==> src/rtl/dmem_port_arbiter.sv <==
// Data-memory port arbiter: shares one req/ready memory between the MEM-stage
// pipeline access and a debug/loader port, stalls the pipeline while its
// access is outstanding, and aborts accesses that wait too long.
module dmem_port_arbiter #(
    parameter int unsigned TIMEOUT = 255
) (
    input  logic        clk,
    input  logic        reset_n,

    // Pipeline MEM stage
    input  logic        pipe_req_M,
    input  logic        pipe_we_M,
    input  logic [31:0] pipe_addr_M,
    input  logic [31:0] pipe_wdata_M,
    output logic [31:0] pipe_rdata_M,
    output logic        stall_M,

    // Debug / loader port
    input  logic        dbg_req,
    input  logic        dbg_we,
    input  logic [31:0] dbg_addr,
    input  logic [31:0] dbg_wdata,
    output logic        dbg_gnt,
    output logic        dbg_rvalid,
    output logic [31:0] dbg_rdata,

    // Memory handshake
    output logic        mem_req,
    output logic        mem_we,
    output logic [31:0] mem_addr,
    output logic [31:0] mem_wdata,
    input  logic        mem_ready,
    input  logic [31:0] mem_rdata,

    output logic        err_timeout
);

    localparam int unsigned CntW = $clog2(TIMEOUT + 1);
    localparam logic [CntW-1:0] CntLast = CntW'(TIMEOUT - 1);

    typedef enum logic [1:0] {
        StIdle,
        StBusyP,
        StBusyD
    } state_e;

    typedef enum logic {
        GntPipe,
        GntDbg
    } grant_e;

    state_e          r_state;
    grant_e          r_last_grant;
    logic            r_we;
    logic [31:0]     r_addr;
    logic [31:0]     r_wdata;
    logic [CntW-1:0] r_wait_cnt;
    logic            r_dbg_rvalid;
    logic [31:0]     r_dbg_rdata;
    logic            r_err_timeout;

    logic            w_busy;
    logic            w_timeout;
    logic            w_done;
    logic            w_pick_pipe;
    logic            w_pick_dbg;
    logic [31:0]     w_ret_data;

    // Arbitration, completion/abort detection and returned read data
    always_comb begin
        w_busy      = (r_state != StIdle);
        w_timeout   = w_busy && !mem_ready && (r_wait_cnt == CntLast);
        w_done      = w_busy && (mem_ready || w_timeout);
        // Round-robin on a tie: whoever did not win last time goes first
        w_pick_pipe = pipe_req_M && (!dbg_req || (r_last_grant == GntDbg));
        w_pick_dbg  = dbg_req && !w_pick_pipe;
        // Aborts and store completions return zero
        w_ret_data  = (mem_ready && !r_we) ? mem_rdata : 32'h0;
    end

    // Output drive; mem_* comes only from the request registers
    always_comb begin
        mem_req      = w_busy;
        mem_we       = r_we;
        mem_addr     = r_addr;
        mem_wdata    = r_wdata;
        pipe_rdata_M = (r_state == StBusyP) ? w_ret_data : 32'h0;
        stall_M      = pipe_req_M && !((r_state == StBusyP) && w_done);
        // Gated by reset so the grant cannot pulse while the block is held in reset
        dbg_gnt      = reset_n && (r_state == StIdle) && w_pick_dbg;
        dbg_rvalid   = r_dbg_rvalid;
        dbg_rdata    = r_dbg_rdata;
        err_timeout  = r_err_timeout;
    end

    // Sequencer FSM with request latching, wait counter and debug response
    always_ff @(posedge clk or negedge reset_n) begin
        if (!reset_n) begin
            r_state       <= StIdle;
            r_last_grant  <= GntDbg;
            r_we          <= 1'b0;
            r_addr        <= 32'h0;
            r_wdata       <= 32'h0;
            r_wait_cnt    <= '0;
            r_dbg_rvalid  <= 1'b0;
            r_dbg_rdata   <= 32'h0;
            r_err_timeout <= 1'b0;
        end else begin
            r_dbg_rvalid <= 1'b0;
            unique case (r_state)
                StIdle: begin
                    if (w_pick_pipe) begin
                        r_state    <= StBusyP;
                        r_we       <= pipe_we_M;
                        r_addr     <= pipe_addr_M;
                        r_wdata    <= pipe_wdata_M;
                        r_wait_cnt <= '0;
                    end else if (w_pick_dbg) begin
                        r_state    <= StBusyD;
                        r_we       <= dbg_we;
                        r_addr     <= dbg_addr;
                        r_wdata    <= dbg_wdata;
                        r_wait_cnt <= '0;
                    end
                end
                StBusyP, StBusyD: begin
                    if (w_done) begin
                        r_state      <= StIdle;
                        r_last_grant <= (r_state == StBusyD) ? GntDbg : GntPipe;
                        if (r_state == StBusyD) begin
                            r_dbg_rvalid <= 1'b1;
                            r_dbg_rdata  <= w_ret_data;
                        end
                    end else begin
                        r_wait_cnt <= r_wait_cnt + 1'b1;
                    end
                    if (w_timeout) begin
                        r_err_timeout <= 1'b1;
                    end
                end
                default: r_state <= StIdle;
            endcase
        end
    end

endmodule
==> config.mk <==
export PLATFORM = sky130hd
export DESIGN_NAME = dmem_port_arbiter
export DESIGN_NICKNAME = d
export VERILOG_FILES = /design/src/rtl/dmem_port_arbiter.sv
export SDC_FILE = /design/constraint.sdc
export NUM_CORES = 1
export LEC_CHECK = 0
export ABC_AREA = 1
export BUFFER_PORTS_ARGS = -buffer_cell sky130_fd_sc_hd__buf_2
export CAP_MARGIN = 0
export CORE_MARGIN = 2
export CORE_UTILIZATION = 41
export DETAILED_ROUTE_END_ITERATION = 10
export PLACE_DENSITY = 0.79
export SYNTH_ARGS = -nofsm -noshare
export SYNTH_HDL_FRONTEND = slang
export SYNTH_SLANG_ARGS = --single-unit
==> constraint.sdc <==
create_clock -name clk -period 1.6 [get_ports clk]
set_input_delay 0.16 -clock clk [delete_from_list [all_inputs] [get_ports clk]]
set_output_delay 0.16 -clock clk [all_outputs]
set_load 0.05 [all_outputs]
======== After elaboration in Yosys (flattened, before gate mapping) ========
Index checks and enable logic that the tools add are counted.
cells by class
  add/subtract/negate cells ............... 1
  multipliers ............................. 0
  divide/modulo/power cells ............... 0
  order comparisons ....................... 0
  eq/ne operators ......................... 6
  shift operators ......................... 0
  muxes and demuxes ....................... 19
  bitwise gates (word level) .............. 0
  reduce and logical (&&, ||, !) cells .... 28
operators with widths
  kind                                                  count
  2-to-1 mux 32 bit                                     6
  2-to-1 mux 8 bit                                      3
  one-hot mux 8 bit (2 select lines)                    1
  logical AND 1 bit                                     10
  adder 8 x 1 -> 8 bit (second input constant)          1
  equality test 8 bit (second input constant)           1
  AND reduction 2 bit                                   4
  2-to-1 mux 2 bit                                      3
  AND reduction 3 bit                                   2
  nonzero test 2 bit                                    3
  logical NOT 1 bit                                     5
  2-to-1 mux 1 bit                                      5
  != test 2 bit (second input constant)                 2
  one-hot mux 2 bit (2 select lines)                    1
  != test 3 bit (second input constant)                 1
  equality test 2 x 1 -> 1 bit (second input constant)  1
  equality test 2 bit (second input constant)           1
  logical NOT 2 bit                                     1
  logical OR 1 bit                                      2
  OR reduction 2 bit                                    1
word-level totals
  register bits ........................... 110
  latch bits .............................. 0
  bits in writable memories ............... 0
  ROM bits ................................ 0
  input bits .............................. 167
  output and inout port bits .............. 134
  word-level logic and storage cells ...... 63
  memories kept ........................... 0

======== Depth between registers and ports, before layout ========
  word-level depth ........................ 8
  depth in mapped cells ................... 10
  mapped depth without buffers ............ 9

======== Worst setup path before layout ========
No wires, ideal clock.
  kind .................................... register -> output
  start ................................... register r_we, in the netlist mem_we
  end ..................................... output port pipe_rdata_M[0]
  data arrival time ....................... 2118 ps
  data required time ...................... 1440 ps
  setup slack ............................. -678 ps
  cell stages (with the launch flop) ...... 5
  path buffers ............................ 1
  path through ............................ dfrtp_1 inv_1 nand2_1 clkbuf_1 nor3_1
on the way
  longest elaborated chain between the ends .. 4
RTL lines
  element                   line  source
  start: declaration        54    logic r_we;
  start signal: assignment  114   r_we <= pipe_we_M;
  start signal: assignment  120   r_we <= dbg_we;
  logical NOT 1 bit         78    w_ret_data = (mem_ready && !r_we) ? mem_rdata : 32'h0;
  logical AND 1 bit         78
  2-to-1 mux 32 bit         78
  2-to-1 mux 32 bit         87    pipe_rdata_M = (r_state == StBusyP) ? w_ret_data : 32'h0;
  end: declaration          15    output logic [31:0] pipe_rdata_M,
No other way between the ends.

======== Final worst setup path ========
  start ................................... register r_state[1]
  end ..................................... output port stall_M
on the way
  longest elaborated chain between the ends .. 8
  elaborated cells between the ends (all ways) .. 9
  those cells by class .................... eq/ne: 1; reduce/logical: 8
RTL lines
  element                          line  source
  start: declaration               52    state_e r_state;
  start signal: assignment         99    r_state <= StIdle;
  start signal: assignment         113   r_state <= StBusyP;
  start signal: assignment         119   r_state <= StBusyD;
  nonzero test 2 bit               71    w_busy = (r_state != StIdle);
  logical AND 1 bit (2 in series)  72    w_timeout = w_busy && !mem_ready && (r_wait_cnt == CntLast);
  logical OR 1 bit                 73    w_done = w_busy && (mem_ready || w_timeout);
  logical AND 1 bit                73
  logical AND 1 bit (*)            88    stall_M = pipe_req_M && !((r_state == StBusyP) && w_done);
  logical NOT 1 bit (*)            88
  logical AND 1 bit (*)            88
  end: declaration                 16    output logic stall_M,
Mark *: on every way between the ends. The rest lies on a longest branch, timed or not.

==> run summary <==
Startpoint Class = register
mapped cell area = 0.00548 mm²
die span in y = 120 µm
Mapped Nets = 889
Min Hold Slack = 45.3 ps
Crit path largest cell delay = 370 ps
Final Wtd Congestion = 0.840
Final Routed Wirelength = 21.8 mm
Synth Area in Simple Gates = 0.275
flop-to-flop setup slack = -130 ps
wire per inst = 17.7 µm
fill cell count = 982
register bit total from synthesis = 110
CTS sink cnt = 110
CP Class = register to output pin
FF-to-FF path depth = 10
Setup crit end kind = output pin
Critical Path RT = 1440 ps
critical path peak fanout = 5
DP HPWL = 12.8 mm
RSZ-0062 raised after global routing = true
fin nets = 1223
Placed Cells = 1173
mux share of post-synthesis cell area = 0
dpl ws = -47.5 ps
Yosys top cell by area = dfrtp_1
Worst path most repeated cell = a21oi_4
Async S/R FF share, synth = 1.00
Port Buf Inserts = 300
antenna violations before repair = 3
Yosys cell types = 26
failing checks = negative setup slack
min Tclk post-route = 1760 ps
first-pass GRT wire length = 31.4 mm
remaining antenna violation count = 0
Die W = 120 µm
total iterations of the first detailed-routing run = 5
Least-Margin Pin Slew = 593 ps
area fraction in compound gates after synthesis = 0.130
Fin. Hold Viols = 0
Vias/cell = 5.36
leakage = 4.91 nW
Clk Latency, worst-skew pair = 360 ps
top cells by count, synth = nand2_1, o21ai_0, nor2_1, dfrtp_1, inv_1
CTS H-tree lvls = 3
Main synth FF type = dfrtp_1
Cell Pwr Density = 2270 mW/mm²
CP Cell Sequence = inv_2 > buf_4 > ha_4 > buf_6 > a21oi_4 > a21oi_4 > buf_8
post-synth top area share = 0.498
Post-Synth XOR/XNOR Area = 0.00320
outcome = finished with violations
CTS tree = built
crit path max-delay cell type = dfrtp_1
Synth Area in Adders = 0.0114
buffer depth of the longest clock path = 2
EDFF count, synth = 0
CTS clk-pin slew, worst paths = 80 ps
Yosys warning total = 0
Worst IR Drop VDD = 1.22 mV
Pins Over Slew Limit = 0
fin crit share = 1.10
# setup viols final = 141
sequential fraction of the synthesis area = 0.503
fin cells = 1233
fmax = 568 MHz
vias post-DR = 6611
Root Driver = clkbuf_16
RR Endpoint = mem_addr[9]$_DFFE_PN0P_
drt initial violations = 549
largest family of logic cells by synthesized area = simple AND/OR/NAND/NOR gates
largest net degree at the start of global routing = 111
maxcap violations = 0
GRT Util Overall = 0.278
# DRC = 0
Synth Area per Inst = 7.64 µm²
CTS Buf Count = 9
Area contributors post-synth = dfrtp_1, nand2_1, o21ai_0
vias in the first global route = 6121
final worst setup slack = -161 ps
CP arrival = 1600 ps
clk_skew = 9.64 ps
Mapped Cells = 717
core outline area = 0.0131 mm²
row cnt = 42
critical path launch point = r_state[1]$_DFFE_PN0P_
cell with the most instances after synthesis = nand2_1
reg2reg start = r_state[1]$_DFFE_PN0P_
worst setup path end = stall_M
share of layout cells above drive strength 1 = 0.440
Tightest Hold Check Type = input pin to register
synth-to-layout area growth = 68.8%
worst relative slew slack = 0.605
Boundary Pins = 301
Die ar. = 0.0143 mm²
Overflow after GRT = 0
Initial Util = 0.417
## kinds of logic (layout without fill, tap and decap cells)
kind of cell,after synthesis,count (layout)
adder cells (fa/ha/maj),5,5
AND/OR/NAND/NOR,360,361
AO/OA/AOI/OAI,138,138
other,0,2
buffers and inverters,102,439
XOR/XNOR,2,2
flip-flops,110,110
## registers in the layout, indices dropped and copies added (netlist names)
register and flops:
mem_addr 32, mem_wdata 32, dbg_rvalid 1, err_timeout 1, dbg_rdata 32, r_state 2, r_wait_cnt 8, r_last_grant 1
mem_we 1
## metrics by stage
| stage | utilization | TNS (ps) | power [mW] | instance area (µm²) |
|---|---|---|---|---|
| 3_3_place_gp | 0.595 | -0.0631 | 15.5 | 7820 |
| 2_1_floorplan | - | -6720 | 12.8 | 6040 |
| 5_1_grt | 0.704 | -21170 | 21.9 | 9250 |
| 6_report | 0.704 | -11110 | 21.0 | 9250 |
| 3_5_place_dp | 0.595 | -132 | 15.7 | 7820 |
| 4_1_cts | 0.671 | -5180 | 19.4 | 8820 |
## routing by layer
| layer | up-vias | wire, µm | track usage |
|---|---|---|---|
| li1 | 3011 | - | - |
| met1 | 3170 | 7690 | 0.326 |
| met2 | 380 | 11500 | 0.490 |
| met3 | 48 | 2060 | 0.0684 |
| met4 | 2 | 597 | 0.110 |
| met5 | - | 13 | 0 |
## critical path, delay by kind of cell, from the launching register on
kind / cells / cell delay (ps)
AOI/OAI and AO/OA: 2 / 230
adders and majority gates: 1 / 160
buffers and inverters: 4 / 480
DFF: 1 / 370
## layout by cell type (no fill, tap or decap), types with 9 or more instances in the layout
cell and count:
o21ai_1 89, buf_12 15, dfrtp_1 107, buf_4 30, clkbuf_16 19, buf_6 37
nand2_1 159, nor2_1 109, nand4_1 32, o21ai_0 36, buf_16 9, buf_2 265
nor3_4 32, inv_1 42
## worst min-delay path by stage
stage | start | endpoint | slack [ps] | cells past startpoint
floorplan | reset_n | dbg_rdata[0]$_DFFE_PN0P_ | -140 | 0
global placement | reset_n | dbg_rdata[5]$_DFFE_PN0P_ | 330 | 2
detailed placement | reset_n | dbg_rdata[7]$_DFFE_PN0P_ | 340 | 2
CTS | pipe_wdata_M[5] | mem_wdata[5]$_DFFE_PN0P_ | 50 | 3
global route | pipe_addr_M[28] | mem_addr[28]$_DFFE_PN0P_ | 60 | 3
finish | pipe_addr_M[16] | mem_addr[16]$_DFFE_PN0P_ | 50 | 3
## power by group
group | leakage, nW | internal (mW) | switching [mW] | total (mW)
logic | 3.37 | 4.54 | 9.36 | 13.9
registers | 1.39 | 4.03 | 0.730 | 4.76
clock network | 0.146 | 1.22 | 1.08 | 2.30
total | 4.91 | 9.79 | 11.2 | 21.0
## area by class of cell
| cell class | instances | area [µm²] | area share |
|---|---|---|---|
| Timing Repair Buffer | 372 | 2870 | 0.310 |
| Sequential cell | 110 | 2760 | 0.298 |
| Multi-Input combinational cell | 506 | 2870 | 0.310 |
| Inverter | 51 | 221 | 0.0240 |
| Timing Repair inverter | 1 | 11.3 | 0.00122 |
| Clock inverter | 6 | 70.1 | 0.00758 |
| Antenna cell | 2 | 5.00 | 0.000541 |
| Tap cell | 176 | 220 | 0.0238 |
| Clock buffer | 9 | 225 | 0.0244 |
## timing repair
action,4_1_cts,5_1_grt
cloned,10,14
pin swaps,26,32
setup endpoints to repair,55,144
hold buffers,1,0
hold endpoints to repair,109,0
buffers inserted,12,6
resized for setup,126,78
(Power assumes the default switching activity.)
